===== src/rtl/keyboard_pkg.sv =====
// Shared PS/2 set-2 constants and the scan-sequence FSM encoding used by the
// letter entry path.
package keyboard_pkg;

    localparam logic [7:0] SC_BREAK    = 8'hF0;
    localparam logic [7:0] SC_EXT      = 8'hE0;
    localparam logic [7:0] SC_ENTER    = 8'h5A;
    localparam logic [7:0] ASCII_SPACE = 8'h20;

    typedef enum logic [1:0] {
        S_IDLE    = 2'd0,
        S_EXT     = 2'd1,
        S_BRK     = 2'd2,
        S_EXT_BRK = 2'd3
    } kb_state_e;

endpackage


===== src/rtl/letter_entry_ctrl_if.sv =====
// Scan-byte input and letter/counter output bundle between the keyboard
// receiver side and the level display side.
interface letter_entry_ctrl_if #(
    parameter int CNT_W = 8
);
    import keyboard_pkg::*;

    // scan_valid is a one-cycle strobe with no back-pressure: scan_code is
    // consumed on every cycle it is high; level_clear overrides it.
    logic [7:0]       scan_code;
    logic             scan_valid;
    logic             level_clear;
    logic [7:0]       letter;
    logic [CNT_W-1:0] counter;
    logic             key_strobe;
    logic             submitted;
    kb_state_e        dbg_state;

    modport master (
        output scan_code, scan_valid, level_clear,
        input  letter, counter, key_strobe, submitted, dbg_state
    );

    modport slave (
        input  scan_code, scan_valid, level_clear,
        output letter, counter, key_strobe, submitted, dbg_state
    );

endinterface


===== src/rtl/scancode_to_ascii.sv =====
// Combinational PS/2 set-2 make code to uppercase ASCII map; non-letters
// report is_letter=0 and a space character.
module scancode_to_ascii
    import keyboard_pkg::*;
(
    input  logic [7:0] scan_code,
    output logic [7:0] ascii,
    output logic       is_letter
);

    always_comb begin
        ascii     = ASCII_SPACE;
        is_letter = 1'b1;
        case (scan_code)
            8'h1C: ascii = 8'h41;
            8'h32: ascii = 8'h42;
            8'h21: ascii = 8'h43;
            8'h23: ascii = 8'h44;
            8'h24: ascii = 8'h45;
            8'h2B: ascii = 8'h46;
            8'h34: ascii = 8'h47;
            8'h33: ascii = 8'h48;
            8'h43: ascii = 8'h49;
            8'h3B: ascii = 8'h4A;
            8'h42: ascii = 8'h4B;
            8'h4B: ascii = 8'h4C;
            8'h3A: ascii = 8'h4D;
            8'h31: ascii = 8'h4E;
            8'h44: ascii = 8'h4F;
            8'h4D: ascii = 8'h50;
            8'h15: ascii = 8'h51;
            8'h2D: ascii = 8'h52;
            8'h1B: ascii = 8'h53;
            8'h2C: ascii = 8'h54;
            8'h3C: ascii = 8'h55;
            8'h2A: ascii = 8'h56;
            8'h1D: ascii = 8'h57;
            8'h22: ascii = 8'h58;
            8'h35: ascii = 8'h59;
            8'h1A: ascii = 8'h5A;
            default: is_letter = 1'b0;
        endcase
    end

endmodule


===== src/rtl/letter_entry_ctrl.sv =====
// Decodes PS/2 make/break/extended byte sequences into accepted letters and
// a guess position counter for the level display.
module letter_entry_ctrl
    import keyboard_pkg::*;
#(
    parameter int WORD_LEN = 5,
    parameter int CNT_W    = 8
) (
    input  logic              clk,
    input  logic              reset,
    letter_entry_ctrl_if.slave bus
);

    localparam logic [CNT_W-1:0] CNT_FULL = CNT_W'(WORD_LEN);
    localparam logic [CNT_W-1:0] CNT_SUB  = CNT_W'(WORD_LEN + 1);

    kb_state_e        state, state_nxt;
    logic [7:0]       held_code, held_code_nxt;
    logic             held_vld, held_vld_nxt;
    logic [7:0]       letter_q, letter_nxt;
    logic [CNT_W-1:0] counter_q, counter_nxt;
    logic             strobe_q, strobe_nxt;
    logic             submitted_q;
    logic [7:0]       map_ascii;
    logic             map_is_letter;

    scancode_to_ascii u_map (
        .scan_code (bus.scan_code),
        .ascii     (map_ascii),
        .is_letter (map_is_letter)
    );

    always_ff @(posedge clk or negedge reset) begin
        if (!reset) begin
            state       <= S_IDLE;
            held_code   <= 8'h00;
            held_vld    <= 1'b0;
            letter_q    <= 8'h00;
            counter_q   <= '0;
            strobe_q    <= 1'b0;
            submitted_q <= 1'b0;
        end else begin
            state       <= state_nxt;
            held_code   <= held_code_nxt;
            held_vld    <= held_vld_nxt;
            letter_q    <= letter_nxt;
            counter_q   <= counter_nxt;
            strobe_q    <= strobe_nxt;
            submitted_q <= (counter_nxt == CNT_SUB);
        end
    end

    always_comb begin
        state_nxt     = state;
        held_code_nxt = held_code;
        held_vld_nxt  = held_vld;
        letter_nxt    = letter_q;
        counter_nxt   = counter_q;
        strobe_nxt    = 1'b0;
        if (bus.level_clear) begin
            state_nxt    = S_IDLE;
            held_vld_nxt = 1'b0;
            letter_nxt   = 8'h00;
            counter_nxt  = '0;
        end else if (bus.scan_valid) begin
            case (state)
                S_IDLE: begin
                    if (bus.scan_code == SC_EXT) begin
                        state_nxt = S_EXT;
                    end else if (bus.scan_code == SC_BREAK) begin
                        state_nxt = S_BRK;
                    end else if (!(held_vld && bus.scan_code == held_code)) begin
                        // A fresh make; typematic repeats of the held key fall through.
                        held_code_nxt = bus.scan_code;
                        held_vld_nxt  = 1'b1;
                        if (map_is_letter && counter_q < CNT_FULL) begin
                            letter_nxt  = map_ascii;
                            counter_nxt = counter_q + 1'b1;
                            strobe_nxt  = 1'b1;
                        end else if (bus.scan_code == SC_ENTER && counter_q == CNT_FULL) begin
                            counter_nxt = CNT_SUB;
                            strobe_nxt  = 1'b1;
                        end
                    end
                end
                S_EXT: begin
                    state_nxt = (bus.scan_code == SC_BREAK) ? S_EXT_BRK : S_IDLE;
                end
                S_BRK: begin
                    if (held_vld && bus.scan_code == held_code) begin
                        held_vld_nxt = 1'b0;
                    end
                    state_nxt = S_IDLE;
                end
                default: begin
                    state_nxt = S_IDLE;
                end
            endcase
        end
    end

    assign bus.letter     = letter_q;
    assign bus.counter    = counter_q;
    assign bus.key_strobe = strobe_q;
    assign bus.submitted  = submitted_q;
    assign bus.dbg_state  = state;

endmodule


===== src/flat_wrapper.sv =====
// flat-port wrapper written by rule: the top's interface ports become plain ports
module letter_entry_ctrl_flat import keyboard_pkg::*;
#(
    parameter int WORD_LEN = 5,
    parameter int CNT_W    = 8
)
  (clk, reset, bus_scan_code, bus_scan_valid, bus_level_clear, bus_letter, bus_counter, bus_key_strobe, bus_submitted, bus_dbg_state);
  letter_entry_ctrl_if #(.CNT_W(CNT_W)) bus_i ();
  input  logic clk;
  input  logic reset;
  input wire logic [$bits(bus_i.scan_code)-1:0] bus_scan_code;
  input wire logic [$bits(bus_i.scan_valid)-1:0] bus_scan_valid;
  input wire logic [$bits(bus_i.level_clear)-1:0] bus_level_clear;
  output wire logic [$bits(bus_i.letter)-1:0] bus_letter;
  output wire logic [$bits(bus_i.counter)-1:0] bus_counter;
  output wire logic [$bits(bus_i.key_strobe)-1:0] bus_key_strobe;
  output wire logic [$bits(bus_i.submitted)-1:0] bus_submitted;
  output wire logic [$bits(bus_i.dbg_state)-1:0] bus_dbg_state;
  assign bus_i.scan_code = bus_scan_code;
  assign bus_i.scan_valid = bus_scan_valid;
  assign bus_i.level_clear = bus_level_clear;
  assign bus_letter = bus_i.letter;
  assign bus_counter = bus_i.counter;
  assign bus_key_strobe = bus_i.key_strobe;
  assign bus_submitted = bus_i.submitted;
  assign bus_dbg_state = bus_i.dbg_state;
  letter_entry_ctrl #(.WORD_LEN(WORD_LEN), .CNT_W(CNT_W)) u_core (.clk(clk), .reset(reset), .bus(bus_i));
endmodule

===== config.mk =====
export PLATFORM = sky130hd
export DESIGN_NAME = letter_entry_ctrl_flat
export DESIGN_NICKNAME = d
export VERILOG_FILES = /design/src/rtl/keyboard_pkg.sv /design/src/rtl/letter_entry_ctrl_if.sv /design/src/rtl/scancode_to_ascii.sv /design/src/rtl/letter_entry_ctrl.sv /design/src/flat_wrapper.sv
export SDC_FILE = /design/constraint.sdc
export NUM_CORES = 1
export LEC_CHECK = 0
export CAP_MARGIN = 20
export CORE_MARGIN = 2
export CORE_UTILIZATION = 27
export CTS_CLUSTER_DIAMETER = 50
export CTS_CLUSTER_SIZE = 30
export DETAILED_ROUTE_END_ITERATION = 12
export HOLD_SLACK_MARGIN = 0.02
export PLACE_DENSITY = 0.55
export SYNTH_ARGS = -nofsm -noshare
export SYNTH_HDL_FRONTEND = slang
export SYNTH_SLANG_ARGS = --single-unit

===== constraint.sdc =====
create_clock -name clk -period 2.6 [get_ports clk]
set_input_delay 0.52 -clock clk [delete_from_list [all_inputs] [get_ports clk]]
set_output_delay 0.52 -clock clk [all_outputs]
set_load 0.1 [all_outputs]

; Yosys cells after proc, flatten, opt, wreduce, memory -nomap -nowiden
; Cells that the tools add are included.
[op_classes]
reduce_logical = 13
add_sub_neg = 1
bitwise = 4
n_mux = 38
magnitude_cmp = 1
n_eq_ne = 42
[ops]
columns = cell, n
row1 = 7-bit one-hot mux with 26 select lines, 1
row2 = 8-bit by 6-bit == test with 1-bit output (second input constant), 16
row3 = 8-bit 2-to-1 mux, 15
row4 = 8-bit by 7-bit == test with 1-bit output (second input constant), 6
row5 = 8-bit by 5-bit == test with 1-bit output (second input constant), 5
row6 = 26-bit OR reduction, 1
row7 = 6-bit AND reduction, 3
row8 = 8-bit by 3-bit == test with 1-bit output (second input constant), 2
row9 = 8-bit == test (second input constant), 2
row10 = 1-bit 2-to-1 mux, 15
row11 = 2-bit 2-to-1 mux, 5
row12 = 3-bit inequality test (second input constant), 3
row13 = 8-bit by 1-bit adder with 8-bit output (second input constant), 1
row14 = 8-bit == test, 1
row15 = 8-bit by 3-bit less-than comparator with 1-bit output (second input constant), 1
row16 = 2-bit inequality test (second input constant), 3
row17 = 2-bit nonzero test, 3
row18 = 4-bit by 2-bit inequality test with 1-bit output (second input constant), 1
row19 = 1-bit NOT, 4
row20 = 2-bit one-hot mux with 2 select lines, 1
row21 = 1-bit logical AND, 3
row22 = 3-bit by 2-bit inequality test with 1-bit output (second input constant), 1
row23 = 3-bit nonzero test, 1
row24 = 2-bit by 1-bit == test with 1-bit output (second input constant), 1
row25 = 4 further kinds, 4
[totals]
output_inout_bits = 20
input_bits = 12
ff_bits = 29

; Logic depth before layout (Yosys ltp)
[depth]
word_depth = 12
ltp_mapped = 10
ltp_nobuf = 8

; Hierarchy
; From an unflattened synthesis, not the netlist that was laid out.
[hier_totals]
hier_cells = 237
area_unflattened_um2 = 2168.3
[modules_own_cells]
columns = mod, cells_per_inst, instances, area_each_um2
row1 = letter_entry_ctrl, 132, 1, 1461.4
row2 = scancode_to_ascii, 105, 1, 706.9

; Least setup slack after synthesis
; Ideal clock, no wire load.
[synth_timing]
path_kind = flip-flop to flip-flop
start = register u_core.state[0] (netlist: u_core.bus.dbg_state[0])
end = register u_core.submitted_q (netlist: u_core.bus.submitted)
n_path_buf = 0
path_stages_with_launch = 8
t_arrival_ns = 2.356
required_ns = 2.504
path_slack_ns = 0.148
synth_period_minus_slack_ns = 2.452
setup_ns = 0.096
path_cell_list = dfrtp_1 > nor2b_1 > nand2_1 > or3_1 > nor3_4 > nand3_1 > mux2i_1 > nor4_2
[synth_between]
elab_chain_cells = 5
[synth_lines]
columns = element, line
row1 = from (decl), letter_entry_ctrl.sv:17  ; kb_state_e state, state_nxt;
row2 = from (signal assigned), letter_entry_ctrl.sv:43  ; state <= state_nxt;
row3 = 2-bit zero test, letter_entry_ctrl.sv:66  ; case (state)
row4 = 8-bit 2-to-1 mux, letter_entry_ctrl.sv:66
row5 = 8-bit 2-to-1 mux, letter_entry_ctrl.sv:65  ; end else if (bus.scan_valid) begin
row6 = 8-bit 2-to-1 mux, letter_entry_ctrl.sv:60  ; if (bus.level_clear) begin
row7 = 8-bit by 3-bit == test with 1-bit output, letter_entry_ctrl.sv:49  ; submitted_q <= (counter_nxt == CNT_SUB);
row8 = to (signal assigned), letter_entry_ctrl.sv:49
row9 = to (decl), letter_entry_ctrl.sv:23  ; logic submitted_q;
; No other way between the ends.
; A chain may end at the register's enable or synchronous reset.

; Worst setup path in the final report
[layout_timing]
start = input bus_scan_valid
end = register u_core.letter_q[2] (netlist: u_core.bus.letter[2])
[layout_between]
elab_chain_cells = 2
[layout_lines]
columns = element, line
row1 = from (decl), flat_wrapper.sv:12  ; input wire logic [$bits(bus_i.scan_valid)-1:0] bus_scan_valid;
row2 = 2-bit nonzero test (no line), -
row3 = 6-bit AND reduction (no line), -
row4 = to (signal assigned), letter_entry_ctrl.sv:46  ; letter_q <= letter_nxt;
row5 = to (decl), letter_entry_ctrl.sv:20  ; logic [7:0] letter_q, letter_nxt;
; No other way between the ends.

==> results by stage <==
Critical path:
- The critical path endpoint category is a flip-flop.
- In this run the worst path has a maximum fanout of 7.
- STA puts the critical path data arrival time at between 2000 and 3000 ps.
- The startpoint type of the worst setup path is a primary input.
- The required time of the worst setup path is 2780 ps.
- The start-to-end type of the worst setup path is in2reg.

GRT:
- The global-route usage over all layers is 0.132.
- The remaining global-route overflow is 0.
- The number of global-route vias before repair is 1808.
- The wire length of the first global-routing pass is 8890 um.
- The maximum number of pins on one net before global-route repair is 29.
- The number of antenna violations at the first check in global routing is 0.

Place:
- The detailed placer's ending HPWL is 4190 um.
- Input and output buffers added on the ports amount to 30.
- The cell count after placement is between 300 and 400.
- The congestion estimate from routability-driven global placement came to between 0.9 and 1.
- The area after detailed placement is 2710 um^2.

Floorplanning:
- The core area is 7210 um^2.
- The die covers 8080 um^2.
- For this configuration, the core starts out at a cell density of 0.276.
- The floorplan step set the die height to 89.9 um.
- In this run the core area contains 31 standard-cell rows.
- 32 I/O pins were placed.
- The die width is 89.9 um.

Finish:
- The number of antenna diodes in the final layout is 0.
- The library cell used most frequently in the layout, excluding fill and tap cells, is buf_4.
- The combined area of the multi-input logic cells is 1190 um^2.
- The finished cells cover between 2000 and 3000 um^2.
- The top cell types in the final layout, fill and taps aside, are 75 x buf_4, 28 x dfrtp_1, 17 x nand2_1.
- The sequential cell area in the final layout is 701 um^2.
- After the flow finishes, the layout carries non-filler instances totaling between 300 and 400.
- The number of fill cells is about 750.
- After the last flow step, the layout net total stands at ~310.
- The layout overhead on the synthesized area is 41.5%.
- The proportion of layout cells with a drive suffix above 1 is 0.358.

Drt:
- After detailed routing, the number of vias per cell comes to ~4.8.
- Once detail routing completed, the nets flagged for antenna violations numbered 0.
- The first-pass iteration count of the detailed router is 4.
- The number of DRC violations after detailed routing is 0.
- The violation count after the first detailed-routing iteration is around 130.
- The average routed wire per standard cell is 13.3 um.
- Detailed routing inserted a total of 1899 vias.
- The routed design has roughly 5200 um of wire.

Timing:
- The clock tree skew after final layout is approximately 5.4 ps.
- Setup repair after global routing left no endpoint under its margin.
- The final critical-path share of the clock period is 0.916.
- The maximum clock rate is ~420 MHz.
- The worst hold slack across all endpoints is ~490 ps.
- The number of max-slew violations in the final report is 0.
- The routed design could run at a clock period as short as 2380 ps.
- In the final timing run, aggregate negative setup slack is 0 ps.
- Setup violations remaining at the end of the flow were counted as 0.
- The number of hold violations in the final report is 0.

Clocking:
- The clock drives 28 sinks.
- The total clock buffers created by CTS is 3.
- The largest buffer count on any clock path is 2.
- The TritonCTS clock tree is yes.
- CTS built an H-tree with a depth of 1.
- The clock-pin slew of the registers on the worst-case setup and hold paths is approximately 100 ps.
- The CTS root buffer is clkbuf_8.
- The insertion delay to the later sink of the worst-skew pair is approximately 280 ps.

Synth:
- Of the total synthesized cell area, the portion taken by XOR and XNOR cells is 0.0396.
- The distinct cell type count after synthesis is 57.
- The sequential element share of the synthesized area is 0.352.
- The gate count of the mapped netlist is approximately 220.
- The register bit total from synthesis is 28.
- The number of nets handed over by synthesis was about 230.
- The count of warnings emitted by yosys is 0.
- The predominant post-synthesis flop cell is dfrtp_1.
- Of all flip-flops after synthesis, the portion carrying an async set or reset was 1.00.
- The post-synthesis mux area share is 0.0503.
- The synthesized-area fraction occupied by adder cells is 0.0188.
- The number of flops mapped to enable cells by yosys is 0.
- The cell area that synthesis handed to floorplanning was 1990 um^2.
- The simple-gate portion of the synthesized area is 0.283.
- After synthesis, the mean cell area works out to around 9.2 um^2.
- The share of the synthesized area in compound gates (AO/OA/AOI/OAI) is 0.200.
- The dominant combinational cell family by area after synthesis is simple AND/OR/NAND/NOR gates.

Run status:
- The run finished with clean final reports.

Job:
- The tool flagged a number of max-cap violations equal to 0.

Pwr:
- The share of total power dissipated in combinational logic is 0.256.
- In this run the power spent charging and discharging nets is 0.302 mW.
- The power per cell area is ~390 nW/um^2.
- The internal power of the cells totals ~0.80 mW.
- The completed layout was analyzed and its total power is about 1.1 mW.
- The sequential share of power is 0.431.
- Of the total power, the share spent switching nets is 0.274.
- The analysis attributes to cell leakage a power of about 1.3 nW.
- The maximum resistive drop on vdd is about 0.00024 V.
- The clock share of power is 0.313.

Min path:
- The kind of path behind the tightest hold check is reg2reg.
[sequential cells by signal, indices dropped and copies added, names as in the netlist]
name	count
u_core.held_vld	1
u_core.bus.submitted	1
u_core.bus.key_strobe	1
u_core.bus.counter	8
u_core.bus.letter	7
u_core.bus.dbg_state	2
u_core.held_code	8
[critical path: stages]
cell and delay, ps:
clkdlybuf4s50_1 470, nor2b_1 290, nand2_1 90, or3_4 390
nor3_4 280, and2_4 220, nor2_2 70, a22o_1 230
[cells in the mapped netlist, drive strengths merged (6+ instances only)]
| library cell | instances | area, um^2 |
|---|---|---|
| dfrtp | 28 | 701 |
| nand2 | 17 | 63.8 |
| nor2 | 16 | 65.1 |
| nor2b | 15 | 98.9 |
| nand3 | 14 | 70.1 |
| a21oi | 12 | 63.8 |
| buf | 12 | 77.6 |
| mux2 | 8 | 90.1 |
| xnor2 | 8 | 70.1 |
| nand4 | 6 | 37.5 |
[what timing repair did]
| item | in CTS | in global routing |
|---|---|---|
| endpoints found under the hold margin | 0 | 0 |
| endpoints found under the setup margin | 0 | 17 |
| setup buffers | 0 | 2 |
| resized for setup | 0 | 10 |
| hold buffers | 0 | 0 |
[layout make-up]
class / count / share of cell area
tap: 99 / 0.0439
clock inverter: 1 / 0.0107
inverter: 5 / 0.00666
clock buffer: 3 / 0.0146
timing repair buffer: 87 / 0.253
multi-input combinational: 169 / 0.423
sequential: 28 / 0.249
[cell families after synthesis]
group / Yosys count
AOI/OAI and AO/OA: 51
xor gates and xnor gates: 9
adders and majority gates: 3
buffers and inverters: 20
DFF: 28
muxes: 9
other: 1
and+or+nand+nor: 96
[power by group through the flow]
stage	Sequential, mW	Combinational [mW]	Clock, mW
3_5_place_dp	0.484	0.283	0
2_1_floorplan	0.501	0.150	0
4_1_cts	0.475	0.284	0.354
5_1_grt	0.479	0.310	0.371
6_report	0.475	0.283	0.344
3_3_place_gp	0.483	0.283	0
[per-stage QoR]
step | util | worst slack [ps]
global route | 0.391 | 31.1
CTS | 0.385 | 46.9
detailed placement | 0.375 | -253
floorplan | - | 148
finish | 0.391 | 218
global placement | 0.375 | -257
[routing by layer]
| layer | track usage | up-vias | wire length, um |
|---|---|---|---|
| met5 | 0 | - | 0 |
| met4 | 0.0192 | 0 | 31 |
| met3 | 0.0302 | 5 | 288 |
| met2 | 0.215 | 52 | 2450 |
| met1 | 0.185 | 891 | 2450 |
| li1 | - | 951 | - |
[path summary, 6_finish.rpt]
kind                                              start              endpoint  slack, ps  cells past startpoint
worst max-delay path                     bus_scan_valid  u_core.bus.letter[2]        220                      8
worst min-delay path               u_core.bus.letter[6]  u_core.bus.letter[6]        490                      1
worst max register to register  u_core.bus.dbg_state[0]  u_core.bus.letter[2]        550                      7
worst min register to register     u_core.bus.letter[6]  u_core.bus.letter[6]        490                      1
max in group asynchronous                         reset   u_core.held_code[3]       1720                      2
min in group asynchronous                         reset  u_core.bus.letter[0]        610                      2
Power figures use the tool's default switching activity.
